[src/rtl/uart_host_controller.sv]
// uart_host_controller: paces stream bytes into the UART transmitter on Tick and drains received bytes into an RX FIFO.
// Optional `UART_HOST_ERROR_FILTER_EN: errored bytes are acknowledged but not stored, counted on o_error_drop_count.
module uart_host_controller #(
  parameter int FIFO_DEPTH_LOG2 = 4,
  parameter int FRAME_TICKS     = 10
) (
  input  logic                     i_clock,
  input  logic                     i_reset,
  input  logic [7:0]               i_write_data,
  input  logic                     i_write_valid,
  output logic                     o_write_ready,
  output logic [7:0]               o_read_data,
  output logic [2:0]               o_read_errors,
  output logic                     o_read_valid,
  input  logic                     i_read_ready,
  output logic [7:0]               o_uart_input_data,
  output logic                     o_uart_send_command,
  input  logic                     i_uart_tick,
  input  logic [7:0]               i_uart_output_data,
  input  logic [2:0]               i_uart_errors,
  input  logic                     i_uart_host_interrupt,
  output logic                     o_uart_host_acknowledge,
  output logic [FIFO_DEPTH_LOG2:0] o_tx_count,
  output logic [FIFO_DEPTH_LOG2:0] o_rx_count,
  output logic                     o_rx_overflow
`ifdef UART_HOST_ERROR_FILTER_EN
  , output logic [7:0]             o_error_drop_count
`endif
);
  localparam int DEPTH = 1 << FIFO_DEPTH_LOG2;
  localparam int PW    = FIFO_DEPTH_LOG2;
  localparam int CW    = FIFO_DEPTH_LOG2 + 1;
  localparam int TW    = $clog2(FRAME_TICKS + 1);
  typedef enum logic [1:0] {TX_IDLE, TX_SEND, TX_WAIT} tx_state_t;
  typedef enum logic [1:0] {RX_IDLE, RX_ACK, RX_RELEASE} rx_state_t;
  logic [7:0]    r_tx_mem [DEPTH];
  logic [PW-1:0] r_tx_wp, r_tx_rp;
  logic [CW-1:0] r_tx_count;
  logic [TW-1:0] r_tick_count;
  logic [7:0]    r_uart_input_data;
  tx_state_t     r_tx_state, w_tx_next;
  logic          w_tx_push, w_tx_pop, w_frame_done;
  assign o_write_ready     = r_tx_count != CW'(DEPTH);
  assign w_tx_push         = i_write_valid & o_write_ready;
  assign w_tx_pop          = (r_tx_state == TX_IDLE) & (r_tx_count != '0);
  assign w_frame_done      = i_uart_tick & (r_tick_count == TW'(FRAME_TICKS - 1));
  assign o_tx_count        = r_tx_count;
  assign o_uart_input_data = r_uart_input_data;
  always_ff @(posedge i_clock)
    if (w_tx_push) r_tx_mem[r_tx_wp] <= i_write_data;
  always_ff @(posedge i_clock) begin
    if (i_reset) begin
      r_tx_wp           <= '0;
      r_tx_rp           <= '0;
      r_tx_count        <= '0;
      r_tick_count      <= '0;
      r_uart_input_data <= '0;
    end else begin
      if (w_tx_push) r_tx_wp <= r_tx_wp + PW'(1);
      if (w_tx_pop) r_tx_rp <= r_tx_rp + PW'(1);
      if (w_tx_pop) r_uart_input_data <= r_tx_mem[r_tx_rp];
      r_tx_count   <= r_tx_count + CW'(w_tx_push) - CW'(w_tx_pop);
      r_tick_count <= (r_tx_state == TX_SEND) ? '0 :
                      (r_tx_state == TX_WAIT && i_uart_tick) ? r_tick_count + TW'(1) : r_tick_count;
    end
  end
  always_ff @(posedge i_clock)
    r_tx_state <= i_reset ? TX_IDLE : w_tx_next;
  always_comb
    w_tx_next = (r_tx_state == TX_IDLE && w_tx_pop)     ? TX_SEND :
                (r_tx_state == TX_SEND)                 ? TX_WAIT :
                (r_tx_state == TX_WAIT && w_frame_done) ? TX_IDLE : r_tx_state;
  always_comb
    o_uart_send_command = r_tx_state == TX_SEND;
  logic [10:0]   r_rx_mem [DEPTH];
  logic [PW-1:0] r_rx_wp, r_rx_rp;
  logic [CW-1:0] r_rx_count;
  logic          r_rx_overflow;
  rx_state_t     r_rx_state, w_rx_next;
  logic          w_rx_pop, w_capture, w_filtered, w_rx_try, w_rx_push;
`ifdef UART_HOST_ERROR_FILTER_EN
  logic [7:0] r_error_drop_count;
  assign w_filtered         = |i_uart_errors;
  assign o_error_drop_count = r_error_drop_count;
  always_ff @(posedge i_clock)
    if (i_reset) r_error_drop_count <= '0;
    else if (w_capture && w_filtered && r_error_drop_count != 8'hFF) r_error_drop_count <= r_error_drop_count + 8'd1;
`else
  assign w_filtered = 1'b0;
`endif
  assign o_read_valid  = r_rx_count != '0;
  assign w_rx_pop      = o_read_valid & i_read_ready;
  assign w_capture     = (r_rx_state == RX_IDLE) & i_uart_host_interrupt;
  assign w_rx_try      = w_capture & ~w_filtered;
  // a pop in the same cycle frees the slot the push lands in
  assign w_rx_push     = w_rx_try & ((r_rx_count != CW'(DEPTH)) | w_rx_pop);
  assign o_rx_count    = r_rx_count;
  assign o_rx_overflow = r_rx_overflow;
  assign {o_read_errors, o_read_data} = r_rx_mem[r_rx_rp];
  always_ff @(posedge i_clock)
    if (w_rx_push) r_rx_mem[r_rx_wp] <= {i_uart_errors, i_uart_output_data};
  always_ff @(posedge i_clock) begin
    if (i_reset) begin
      r_rx_wp       <= '0;
      r_rx_rp       <= '0;
      r_rx_count    <= '0;
      r_rx_overflow <= 1'b0;
    end else begin
      if (w_rx_push) r_rx_wp <= r_rx_wp + PW'(1);
      if (w_rx_pop) r_rx_rp <= r_rx_rp + PW'(1);
      if (w_rx_try && !w_rx_push) r_rx_overflow <= 1'b1;
      r_rx_count <= r_rx_count + CW'(w_rx_push) - CW'(w_rx_pop);
    end
  end
  always_ff @(posedge i_clock)
    r_rx_state <= i_reset ? RX_IDLE : w_rx_next;
  always_comb
    w_rx_next = (r_rx_state == RX_IDLE && i_uart_host_interrupt)     ? RX_ACK     :
                (r_rx_state == RX_ACK)                               ? RX_RELEASE :
                (r_rx_state == RX_RELEASE && !i_uart_host_interrupt) ? RX_IDLE    : r_rx_state;
  always_comb
    o_uart_host_acknowledge = r_rx_state == RX_ACK;
endmodule

[config.mk]
export PLATFORM = sky130hd
export DESIGN_NAME = uart_host_controller
export DESIGN_NICKNAME = d
export VERILOG_FILES = /design/src/rtl/uart_host_controller.sv
export SDC_FILE = /design/constraint.sdc
export NUM_CORES = 1
export LEC_CHECK = 0
export ABC_AREA = 1
export BUFFER_PORTS_ARGS = -buffer_cell sky130_fd_sc_hd__buf_2
export CELL_PAD_IN_SITES_DETAIL_PLACEMENT = 1
export CELL_PAD_IN_SITES_GLOBAL_PLACEMENT = 1
export CORE_MARGIN = 1.5
export CORE_UTILIZATION = 49
export CTS_CLUSTER_SIZE = 25
export DETAILED_ROUTE_END_ITERATION = 8
export GPL_TIMING_DRIVEN = 0
export MAX_ROUTING_LAYER = met4
export PLACE_DENSITY_LB_ADDON = 0.1
export SLEW_MARGIN = 20
export SYNTH_ARGS = -nofsm -noshare
export SYNTH_HDL_FRONTEND = slang
export SYNTH_SLANG_ARGS = --single-unit
[constraint.sdc]
create_clock -name i_clock -period 3.43 [get_ports i_clock]
set_clock_uncertainty 0.2 [all_clocks]
set_input_delay 0.1715 -clock i_clock [delete_from_list [all_inputs] [get_ports i_clock]]
set_output_delay 0.1715 -clock i_clock [all_outputs]
set_load 0.1 [all_outputs]
* Yosys cells after proc, flatten, opt, wreduce, memory -nomap -nowiden
Memory sizes are Yosys's and may differ from the RTL's. A register that Yosys moved wholly into a read port is not among the register bits. Index checks and enable logic that the tools add are counted.
Cells by class: bitwise logic cells 7, reductions and logical operators 19, equality and inequality tests 7, add/sub/neg operators 9, multiplexer cells 12
Operators with widths (number):
- $add A4 B1 Y4 const B | 5
- $add A5 B1 Y5 | 2
- $ne A5 B5 Y1 const B | 2
- $reduce_bool A5 Y1 | 2
- $sub A5 B1 Y5 | 2
- $mux W2 | 4
- $mux W4 | 2
- $and A1 B1 Y1 | 6
- $logic_and A1 B1 Y1 | 6
- $mux W1 | 6
- $reduce_bool A3 Y1 | 2
- $reduce_or A2 Y1 | 3
- $eq A2 B1 Y1 const B | 2
- $eq A2 B2 Y1 const B | 2
- $eq A4 B4 Y1 const B | 1
- $logic_not A2 Y1 | 2
- $reduce_bool A2 Y1 | 2
- $logic_not A1 Y1 | 2
- $or A1 B1 Y1 | 1
Word-level totals: logic and storage cells 68, memories 2, RAM bits 304, flip-flop bits (word level) 35, output and inout port bits 34, bits of input ports 25
Memory list:
- r_rx_mem | words 16, width 11, rd ports 1, clocked after Yosys merged registers in 1, wr ports 1, line 75 | logic [10:0] r_rx_mem [DEPTH];
- r_tx_mem | words 16, width 8, rd ports 1, clocked after Yosys merged registers in 1, wr ports 1, line 36 | logic [7:0] r_tx_mem [DEPTH];

* Depth between registers and ports, before layout
Gate-level depths: netlist of run 1.
depth in word-level cells 6, mapped depth 15, gate-level depth less buffers 15

* Least setup slack after synthesis of run 1
Ideal clock, no wire load.
kind reg2reg, from register r_tx_count[4], in the netlist o_tx_count[4], to register r_tx_count[4], in the netlist o_tx_count[4], slack -813 ps, data arrival time 3973 ps, period minus slack after synthesis 4243 ps, setup time 70 ps, required time 3160 ps, path buffers 0, cell stages (with the launch flop) 11, path through dfxtp_1 > nand4_1 > nand2_1 > ha_1 > inv_1 > ha_1 > inv_1 > fa_1 > o31ai_1 > o21ai_0 > a21oi_1
On the way: longest elaborated chain between the ends 4, elaborated cells between the ends (all ways) 6, those cells by class 2 x add/sub; 1 x eq/ne; 2 x bitwise; 1 x reduce/logical
Ends and longest elaborated chain:
- start: declaration | line 38 | logic [CW-1:0] r_tx_count;
- start signal: assignment | line 62 | r_tx_count <= r_tx_count + CW'(w_tx_push) - CW'(w_tx_pop);
- $ne A5 B5 Y1 | line 43 | assign o_write_ready = r_tx_count != CW'(DEPTH);
- net o_write_ready | line 11 | output logic o_write_ready,
- $and A1 B1 Y1 | line 44 | assign w_tx_push = i_write_valid & o_write_ready;
- $add A5 B1 Y5 | line 62
- $sub A5 B1 Y5 | line 62
The timed path passes the listed nets, and every way through them passes these cells. A chain may end at the register's enable or synchronous reset.

==> flow_summary.json, run 1 <==
{
  "cts_buffers": 38,
  "final_cell_mix": "edfxtp_1, nand2_1, inv_1",
  "wirelength_mm": 42.21,
  "grt_first_pass_wirelength_mm": 63.80,
  "synth_edf_count": 304,
  "startpoint_type": "flip-flop",
  "grt_max_degree": 17,
  "slew_headroom": 0.2350,
  "hold_viol": 0,
  "grt_pass1_vias": 10930,
  "final_max_slew_viol_count": 0,
  "antenna_found_initial": 0,
  "gp_congestion": 0.8945,
  "required_ns": 3.06,
  "yosys.area.top_type": "edfxtp_1",
  "cts_root_buf": "clkbuf_16",
  "fin_nets": 1552,
  "clk_latency_ns": 0.54,
  "grtUsageTotal": 0.2849,
  "syn_area_sq_um": 14920,
  "viasPerCell": 5.431,
  "clock.fmax_ghz": 0.3243,
  "clockBufferDepth": 3,
  "ys_types": 27,
  "synthArstFlopShare": 0,
  "final_common_cell": "edfxtp_1",
  "ys_top_cells_by_area": "edfxtp_1, nand2_1, dfxtp_1",
  "drive_gt1_frac": 0.1288,
  "core_sq_um": 29800,
  "finalInstanceArea_sq_um": 17340,
  "finalSetupViolations": 0,
  "synth_seq_cells": 351,
  "grt.overflow.total": 0,
  "start_util": 0.5008,
  "endpoint_kind": "primary output",
  "row_count": 63,
  "dp_hpwl_mm": 28.13,
  "ys_warn_count": 0,
  "crit_type": "reg -> out",
  "ir_drop_uv": 525.7,
  "drtPass1Iterations": 5,
  "syn_nets": 1431,
  "wl_per_cell_microns": 21.99,
  "drv_cap": 0,
  "clkSlewWorstSetupHoldPaths_ns": 0.06,
  "syn_area_per_cell_sq_um": 10.81,
  "rsz0062_at_grt": "no",
  "vias": 10420,
  "total_power_mw": 14.01,
  "path_max_fanout": 10,
  "die_y_microns": 177.5,
  "die_area_sq_um": 31510,
  "whs_path_depth": 2,
  "setup_slack_ns": 0.3468,
  "num_antenna_cells": 0,
  "worstRegToRegCells": 15,
  "min_path_type": "reg -> reg",
  "p_leak_nw": 6.929,
  "clkSinkCount": 351,
  "synth.top_cell.area_share": 0.6118,
  "power_density_nw_per_um2": 807.5,
  "ys.flop_type": "edfxtp_1",
  "die-width_microns": 177.5,
  "synthCells": 1380,
  "htreeDepth": 2,
  "status": "complete, no violations",
  "finalNonFillerCells": 1919,
  "cts_tree": "yes",
  "dp_cells": 1827,
  "drt_iter0_markers": 935,
  "fin_crit_ns": 3.083,
  "ys_seq_area_frac": 0.6748,
  "worst_slew_pin_slew_ns": 1.143,
  "drc_errors": 0,
  "port_buffers": 57,
  "critPathArrivalTime_ns": 2.71,
  "pin_count": 59,
  "place_ws_ns": 0.5172,
  "syn_to_final_growth_pct": 16.23,
  "ant_nets": 0,
  "period_share": 0.8989,
  "placed_cell_area_sq_um": 15790
}
## Yosys cell counts, types with 4 or more instances
master	number
a21oi_1	73
buf_1	5
buf_2	25
buf_4	11
buf_6	9
clkbuf_1	16
dfxtp_1	47
edfxtp_1	304
ha_1	24
inv_1	208
nand2_1	297
nand3_1	167
nand4_1	4
nor2_1	66
o211ai_1	44
o21ai_0	59
xor2_1	6
## cell families (layout without fill, tap and decap cells)
| family | count (synthesis) | after routing | synth area share |
|---|---|---|---|
| fa+ha+maj | 26 | 26 | 0.02281 |
| xor+xnor | 7 | 7 | 0.004109 |
| compound gates | 181 | 181 | 0.06884 |
| buf+inv | 279 | 428 | 0.07957 |
| simple gates | 536 | 536 | 0.1498 |
| flops | 351 | 351 | 0.6748 |
## critical path: stages (launching register included)
cell,delay [ns]
dfxtp_1,0.30
buf_2,0.17
clkbuf_1,0.57
o211ai_1,0.25
nand3_1,0.21
nand3_1,0.14
nand2_1,0.11
buf_2,0.43
## area by class of cell
class                      count  area (sq um)
buffer                        66         387.9
inverter                     213         804.5
clock buffer                  48          1082
tap                          390         488.0
timing repair buffer          81         525.5
multi-input combinational    750          3745
sequential                   351         10090
fill                        3148         12450
clock inverter                20         220.2
## stage by stage
step	util	setup TNS [ns]	hold slack, ns
global placement	0.5295	0	0.2343
floorplan	-	-0.1215	0.07037
global route	0.5821	0	0.2884
CTS	0.5816	0	0.2500
finish	0.5821	0	0.2631
detailed placement	0.5298	0	0.2440
## registers in the layout, summed over array words and instances, names as in the netlist, named ones only
signal and cells:
r_rx_mem 176, r_tx_rp 4, o_rx_overflow 1, r_rx_rp 4, r_rx_state 2, o_tx_count 5, r_tx_wp 4, r_rx_wp 4
r_tick_count 4, o_uart_input_data 8, o_rx_count 5, r_tx_state 2, r_tx_mem 128
## metal layers
layer | vias up | wire length, microns | global-route usage
li1 | 4885 | - | -
met1 | 5103 | 16760 | 0.3236
met2 | 326 | 22120 | 0.5094
met3 | 108 | 1701 | 0.03470
met4 | 0 | 1626 | 0.1162
met5 | - | 0 | -
## final timing paths
kind	to	slack, ns	start
setup reg to reg	o_rx_count[4]$_SDFF_PP0_	0.48	o_rx_count[3]$_SDFF_PP0_
hold / removal	r_tick_count[3]$_SDFFE_PP0P_	0.26	r_tick_count[3]$_SDFFE_PP0P_
setup / recovery	o_read_data[1]	0.35	flip-flop
hold reg to reg	r_tick_count[3]$_SDFFE_PP0P_	0.26	r_tick_count[3]$_SDFFE_PP0P_
## what timing repair did
action / CTS / global route
hold endpoints to repair: 330 / 0
buffers inserted: 0 / 0
gates resized for setup: 0 / 0
hold buffers: 24 / 0
## report_power, final
group / switching (mW) / internal, mW
clock: 1.67 / 2.60
combinational: 3.56 / 1.14
sequential: 0.152 / 4.88
Note: power is estimated with default switching activity, not from simulation.
==> run 2: changes to the inputs <==
--- a/config.mk
+++ b/config.mk
@@ -16,6 +16,7 @@
 export GPL_TIMING_DRIVEN = 0
 export MAX_ROUTING_LAYER = met4
 export PLACE_DENSITY_LB_ADDON = 0.1
+export RECOVER_POWER = 50
 export SLEW_MARGIN = 20
 export SYNTH_ARGS = -nofsm -noshare
 export SYNTH_HDL_FRONTEND = slang
==> run 2 against run 1 <==
  * Sequential share of layout area rose by 0.22 points
  * Largest power group unchanged
  * Largest cell class unchanged
  * Non-clock buffer count did not move
  * Hold slack barely moved
  * Worst setup slack got worse by 0.055 ns
==> flow_summary.json, run 2 (same netlist as run 1, synthesis figures left out) <==
{
  "status": "complete, no violations",
  "row_count": 63,
  "largest-register": "r_rx_mem",
  "antenna_found_initial": 0,
  "crit_type": "reg -> reg",
  "drv_cap": 0,
  "clkSlewWorstSetupHoldPaths_ns": 0.06,
  "worst_slew_pin_slew_ns": 1.241,
  "largest_reg_flops": 176,
  "finalSetupViolations": 0,
  "setup_slack_ns": 0.2919,
  "port_buffers": 57,
  "cp_slowest_cell": "dfxtp_1",
  "ir_drop_uv": 544.2,
  "gp_congestion": 0.8945,
  "total_power_mw": 13.96,
  "rsz0062_at_grt": "no",
  "finalInstanceArea_sq_um": 17270,
  "p_int_mw": 8.583,
  "endpoint_kind": "flip-flop",
  "switching_share": 0.3853,
  "start_util": 0.5008,
  "cts_root_buf": "clkbuf_16",
  "clk_latency_ns": 0.54,
  "die_area_sq_um": 31510,
  "critPathArrivalTime_ns": 3.41,
  "drt_iter0_markers": 891,
  "hold_viol": 0,
  "htreeDepth": 2,
  "period_share": 0.9149,
  "startpoint_type": "flip-flop",
  "syn_to_final_growth_pct": 15.74,
  "clockBufferDepth": 3,
  "vias": 10440,
  "crit_chain": "clkinvlp_2 > ha_1 > nand4_1 > nand3_1 > inv_1 > buf_4 > ha_4 > inv_2 > ha_4 > inv_2 > fa_2 > o31ai_2 > o21ai_1 > a21oi_1",
  "wirelength_mm": 42.31,
  "required_ns": 3.70,
  "clkSinkCount": 351,
  "cts_buffers": 38,
  "drtPass1Iterations": 5,
  "pwr-share-seq": 0.360,
  "ant_nets": 0,
  "pwr-share-clk": 0.306,
  "grt.overflow.total": 0,
  "postCtsSetupBuffers": 0,
  "place_ws_ns": 0.5172,
  "core_sq_um": 29800,
  "cts_tree": "yes",
  "fin_nets": 1552,
  "viasPerCell": 5.439,
  "grt_first_pass_wirelength_mm": 63.80,
  "p_leak_nw": 6.803,
  "grt_max_degree": 17,
  "final_cell_mix": "edfxtp_1, nand2_1, inv_1",
  "grt_pass1_vias": 10930,
  "power_density_nw_per_um2": 808.5,
  "grtUsageTotal": 0.2849,
  "power_frac_comb": 0.334,
  "utilization": 0.5796,
  "drive_gt1_frac": 0.09941,
  "drc_errors": 0,
  "placed_cell_area_sq_um": 15790,
  "die-width_microns": 177.5,
  "fin_hold_ws_ns": 0.2632,
  "path_max_fanout": 10,
  "min_path_type": "reg -> reg",
  "dp_hpwl_mm": 28.13,
  "die_y_microns": 177.5,
  "slowest_delay_ns": 0.39,
  "fin_crit_ns": 3.138,
  "final_max_slew_viol_count": 0,
  "wl_per_cell_microns": 22.05,
  "p_switching_mw": 5.380,
  "clock.fmax_ghz": 0.3187,
  "num_antenna_cells": 0,
  "pin_count": 59,
  "final_common_cell": "edfxtp_1",
  "slew_headroom": 0.1764
}
==> run 2: cell count changes in the layout (fill, tap and decap cells not counted), sizes merged <==
| cell | previous run | this run |
|---|---|---|
| buf | 107 | 68 |
| clkbuf | 64 | 103 |
| clkinvlp | 0 | 1 |
| inv | 211 | 210 |
==> run 2: per-stage QoR <==
step / setup TNS, ns / std cells
4_1_cts: 0 / 1919
5_1_grt: 0 / 1919
6_report: 0 / 1919
3_5_place_dp: 0 / 1827
2_1_floorplan: -0.1215 / 1380
3_3_place_gp: 0 / 1827
==> run 2: worst paths after layout <==
| path | start | to | slack, ns | depth (start not counted) |
|---|---|---|---|---|
| worst max register to register | o_tx_count[3]$_SDFF_PP0_ | o_tx_count[4]$_SDFF_PP0_ | 0.29 | 14 |
| worst min register to register | r_tick_count[3]$_SDFFE_PP0P_ | r_tick_count[3]$_SDFFE_PP0P_ | 0.26 | 2 |
| worst max-delay path | o_tx_count[3]$_SDFF_PP0_ | o_tx_count[4]$_SDFF_PP0_ | 0.29 | 14 |
| worst min-delay path | r_tick_count[3]$_SDFFE_PP0P_ | r_tick_count[3]$_SDFFE_PP0P_ | 0.26 | 2 |
==> run 2: worst max-delay path: cells and delay by family (launching register included) <==
| family | cells | cell delay [ns] |
|---|---|---|
| DFF | 1 | 0.39 |
| buffers and inverters | 5 | 0.65 |
| adders and majority gates | 4 | 0.97 |
| AOI/OAI and AO/OA | 3 | 0.45 |
| and+or+nand+nor | 2 | 0.41 |
==> run 2: timing repair <==
| item | 4_1_cts | 5_1_grt |
|---|---|---|
| resized for setup | 0 | 0 |
| endpoints found under the hold margin | 330 | 0 |
| hold buffers | 24 | 0 |
==> run 2: layout make-up <==
class	count	area, sq um
Sequential cell	351	10090
Clock buffer	48	1082
Inverter	213	803.3
Tap cell	390	488.0
Multi-Input combinational cell	750	3725
Buffer	66	387.9
Clock inverter	20	220.2
Fill cell	3168	12530
Timing Repair Buffer	81	478.0
==> run 2: metal layers <==
metal  global-route usage  wire, microns
met5                    -              0
met2               0.5094          22050
met4               0.1162           1764
met3              0.03470           1730
met1               0.3236          16760
==> run 2: power groups by stage <==
stage,logic (mW),registers [mW],clock network (mW)
after floorplan,2.76,5.69,0
after global placement,4.49,5.11,0
after detailed placement,4.63,5.12,0
after CTS,4.70,5.03,4.31
after global routing,5.01,5.05,4.47
final,4.66,5.03,4.27
==> run 3: changes to the inputs <==
--- a/config.mk
+++ b/config.mk
@@ -5,12 +5,12 @@
 export SDC_FILE = /design/constraint.sdc
 export NUM_CORES = 1
 export LEC_CHECK = 0
-export ABC_AREA = 1
+export ABC_AREA = 0
 export BUFFER_PORTS_ARGS = -buffer_cell sky130_fd_sc_hd__buf_2
 export CELL_PAD_IN_SITES_DETAIL_PLACEMENT = 1
 export CELL_PAD_IN_SITES_GLOBAL_PLACEMENT = 1
 export CORE_MARGIN = 1.5
-export CORE_UTILIZATION = 49
+export CORE_UTILIZATION = 50
 export CTS_CLUSTER_SIZE = 25
 export DETAILED_ROUTE_END_ITERATION = 8
 export GPL_TIMING_DRIVEN = 0
==> run 3 against run 2 <==
  * Worst setup slack got worse by 0.20 ns
  * Die area is 8.7% lower
  * Combinational power fell by 16%
  * Global-route usage shrank 5.4 points
  * Flip-flop and latch count stayed put
  * Cell area fell by 6.7%
  * Via count down 33%
  * Count of clock-buffer cells in the layout grew 8
  * Non-clock buffer count decreased by 25
  * Hold slack better by 0.021 ns
  * Critical endpoint is now o_read_data[5]
==> flow_summary.json, run 3 <==
{
  "power_frac_comb": 0.306,
  "largest_reg_flops": 176,
  "finalInstanceArea_sq_um": 16110,
  "ys_types": 44,
  "grt-busiest-layer": "met2",
  "dp_hpwl_mm": 20.38,
  "vias": 6996,
  "power_density_nw_per_um2": 794.1,
  "clockBufferDepth": 3,
  "status": "complete, no violations",
  "drv_cap": 0,
  "ys_top_cells_by_area": "edfxtp_1, mux4_2, dfxtp_1",
  "critPathArrivalTime_ns": 2.97,
  "drive_gt1_frac": 0.2318,
  "grt.overflow.total": 0,
  "synth_common_cells": "edfxtp_1, mux4_2, nor2_1",
  "die_y_microns": 169.6,
  "placed_cell_area_sq_um": 14770,
  "ant_nets": 0,
  "fin_nets": 903,
  "postCtsSetupBuffers": 0,
  "slew_headroom": 0.1651,
  "grt_first_pass_wirelength_mm": 46.64,
  "total_power_mw": 12.79,
  "met1_usage": 0.2706,
  "synth_edf_count": 304,
  "synth.top_cell.area_share": 0.6576,
  "grtUsageTotal": 0.2310,
  "wirelength_mm": 30.72,
  "num_antenna_cells": 0,
  "fin_crit_ns": 3.338,
  "drc_errors": 0,
  "switching_share": 0.3439,
  "port_buffers": 57,
  "pwr-share-clk": 0.298,
  "viasPerCell": 5.588,
  "grt_max_degree": 17,
  "ir_drop_uv": 679.9,
  "synthCells": 728,
  "synth_most_common_cell": "edfxtp_1",
  "endpoint_kind": "primary output",
  "die-width_microns": 169.6,
  "htreeDepth": 2,
  "largest-register": "r_rx_mem",
  "syn_area_per_cell_sq_um": 19.07,
  "final_common_cell": "edfxtp_1",
  "drt_iter0_markers": 568,
  "die_area_sq_um": 28770,
  "path_max_fanout": 10,
  "cts_buffers": 37,
  "min_path_type": "in -> reg",
  "required_ns": 3.06,
  "syn_to_final_growth_pct": 16.02,
  "utilization": 0.5943,
  "clkSinkCount": 351,
  "period_share": 0.9733,
  "final_cell_mix": "edfxtp_1, mux4_2, clkbuf_1",
  "p_int_mw": 8.391,
  "pwr-share-seq": 0.396,
  "grt.met2_usage": 0.4154,
  "cts_tree": "yes",
  "core_sq_um": 27100,
  "ys_seq_area_frac": 0.7254,
  "antenna_found_initial": 0,
  "clock.fmax_ghz": 0.2995,
  "startpoint_type": "flip-flop",
  "synth_seq_cells": 351,
  "pin_count": 59,
  "grt_pass1_vias": 7599,
  "use_met3": 0.02962,
  "row_count": 60,
  "p_switching_mw": 4.398,
  "drtPass1Iterations": 5,
  "worst_slew_pin_slew_ns": 1.258,
  "start_util": 0.5122,
  "crit_type": "reg -> out",
  "final_max_slew_viol_count": 0,
  "gp_congestion": 0.8005,
  "syn_area_sq_um": 13880,
  "wl_per_cell_microns": 24.54,
  "synthArstFlopShare": 0,
  "rsz0062_at_grt": "no",
  "p_leak_nw": 5.203,
  "ys_warn_count": 0,
  "hold_viol": 0,
  "clkSlewWorstSetupHoldPaths_ns": 0.06,
  "finalSetupViolations": 0,
  "syn_nets": 779,
  "clk_latency_ns": 0.53,
  "ys.flop_type": "edfxtp_1",
  "cts_root_buf": "clkbuf_16",
  "yosys.area.top_type": "edfxtp_1",
  "finalSetupTns_ns": 0
}
[run 3: worst max-delay path, stage by stage, from the launching register on]
cell and delay, ns:
dfxtp_1 0.31, clkbuf_2 0.25, buf_1 0.66, mux4_2 0.43, mux4_2 0.48, buf_2 0.31
[run 3: path summary, 6_finish.rpt]
check	from	to	slack (ns)	cells past startpoint
max	flip-flop	o_read_data[5]	0.09	5
min reg2reg	o_rx_overflow$_SDFFE_PP0P_	o_rx_overflow$_SDFFE_PP0P_	0.30	2
min	i_uart_host_interrupt	r_rx_state[1]$_SDFFE_PP0P_	0.28	4
max reg2reg	o_rx_count[3]$_SDFF_PP0_	o_rx_count[4]$_SDFF_PP0_	0.27	15
[run 3: timing repair]
action | CTS | global route
hold endpoints to repair | 322 | 0
setup endpoints to repair | 0 | 5
hold buffers | 24 | 0
resized for setup | 0 | 4
[run 3: layout make-up]
| cell class | instances | area, sq um |
|---|---|---|
| Buffer | 37 | 201.4 |
| Clock buffer | 56 | 1080 |
| Clock inverter | 11 | 80.08 |
| Fill cell | 2383 | 11000 |
| Inverter | 25 | 93.84 |
| Multi-Input combinational cell | 315 | 3598 |
| Sequential cell | 351 | 10080 |
| Tap cell | 372 | 465.4 |
| Timing Repair Buffer | 85 | 506.7 |
[run 3: power groups by stage]
stage	sequential, mW	combinational, mW	clock (mW)
after floorplan	5.83	2.41	0
after global placement	5.14	3.85	0
after detailed placement	5.16	3.97	0
after CTS	5.07	4.00	3.89
after global routing	5.10	4.15	4.02
final	5.07	3.91	3.81
[run 3: per-layer routing]
metal	share of wire	wire length (microns)	up-vias
met3	0.034	1039	51
met5	0	0	-
met2	0.55	16810	162
met1	0.40	12250	3648
li1	-	-	3135
met4	0.020	628	0
[run 3: through the flow]
| step | setup slack (ns) | hold slack [ns] | instances |
|---|---|---|---|
| after floorplan | 0.01737 | 0.07037 | 728 |
| after global placement | -0.3127 | 0.2281 | 1157 |
| after detailed placement | 0.2177 | 0.2509 | 1161 |
| after CTS | 0.04579 | 0.2477 | 1252 |
| after global routing | 0.01690 | 0.3160 | 1252 |
| final | 0.09152 | 0.2838 | 1252 |
[run 3: cell families after synthesis]
logic type      count (synthesis)  share of synthesized area
compound gates                 38                    0.01830
xor+xnor                       16                    0.01009
fa+ha+maj                      26                    0.02452
buf+inv                        62                    0.02109
flops                         351                     0.7254
mux                           104                     0.1534
simple gates                  131                    0.04723
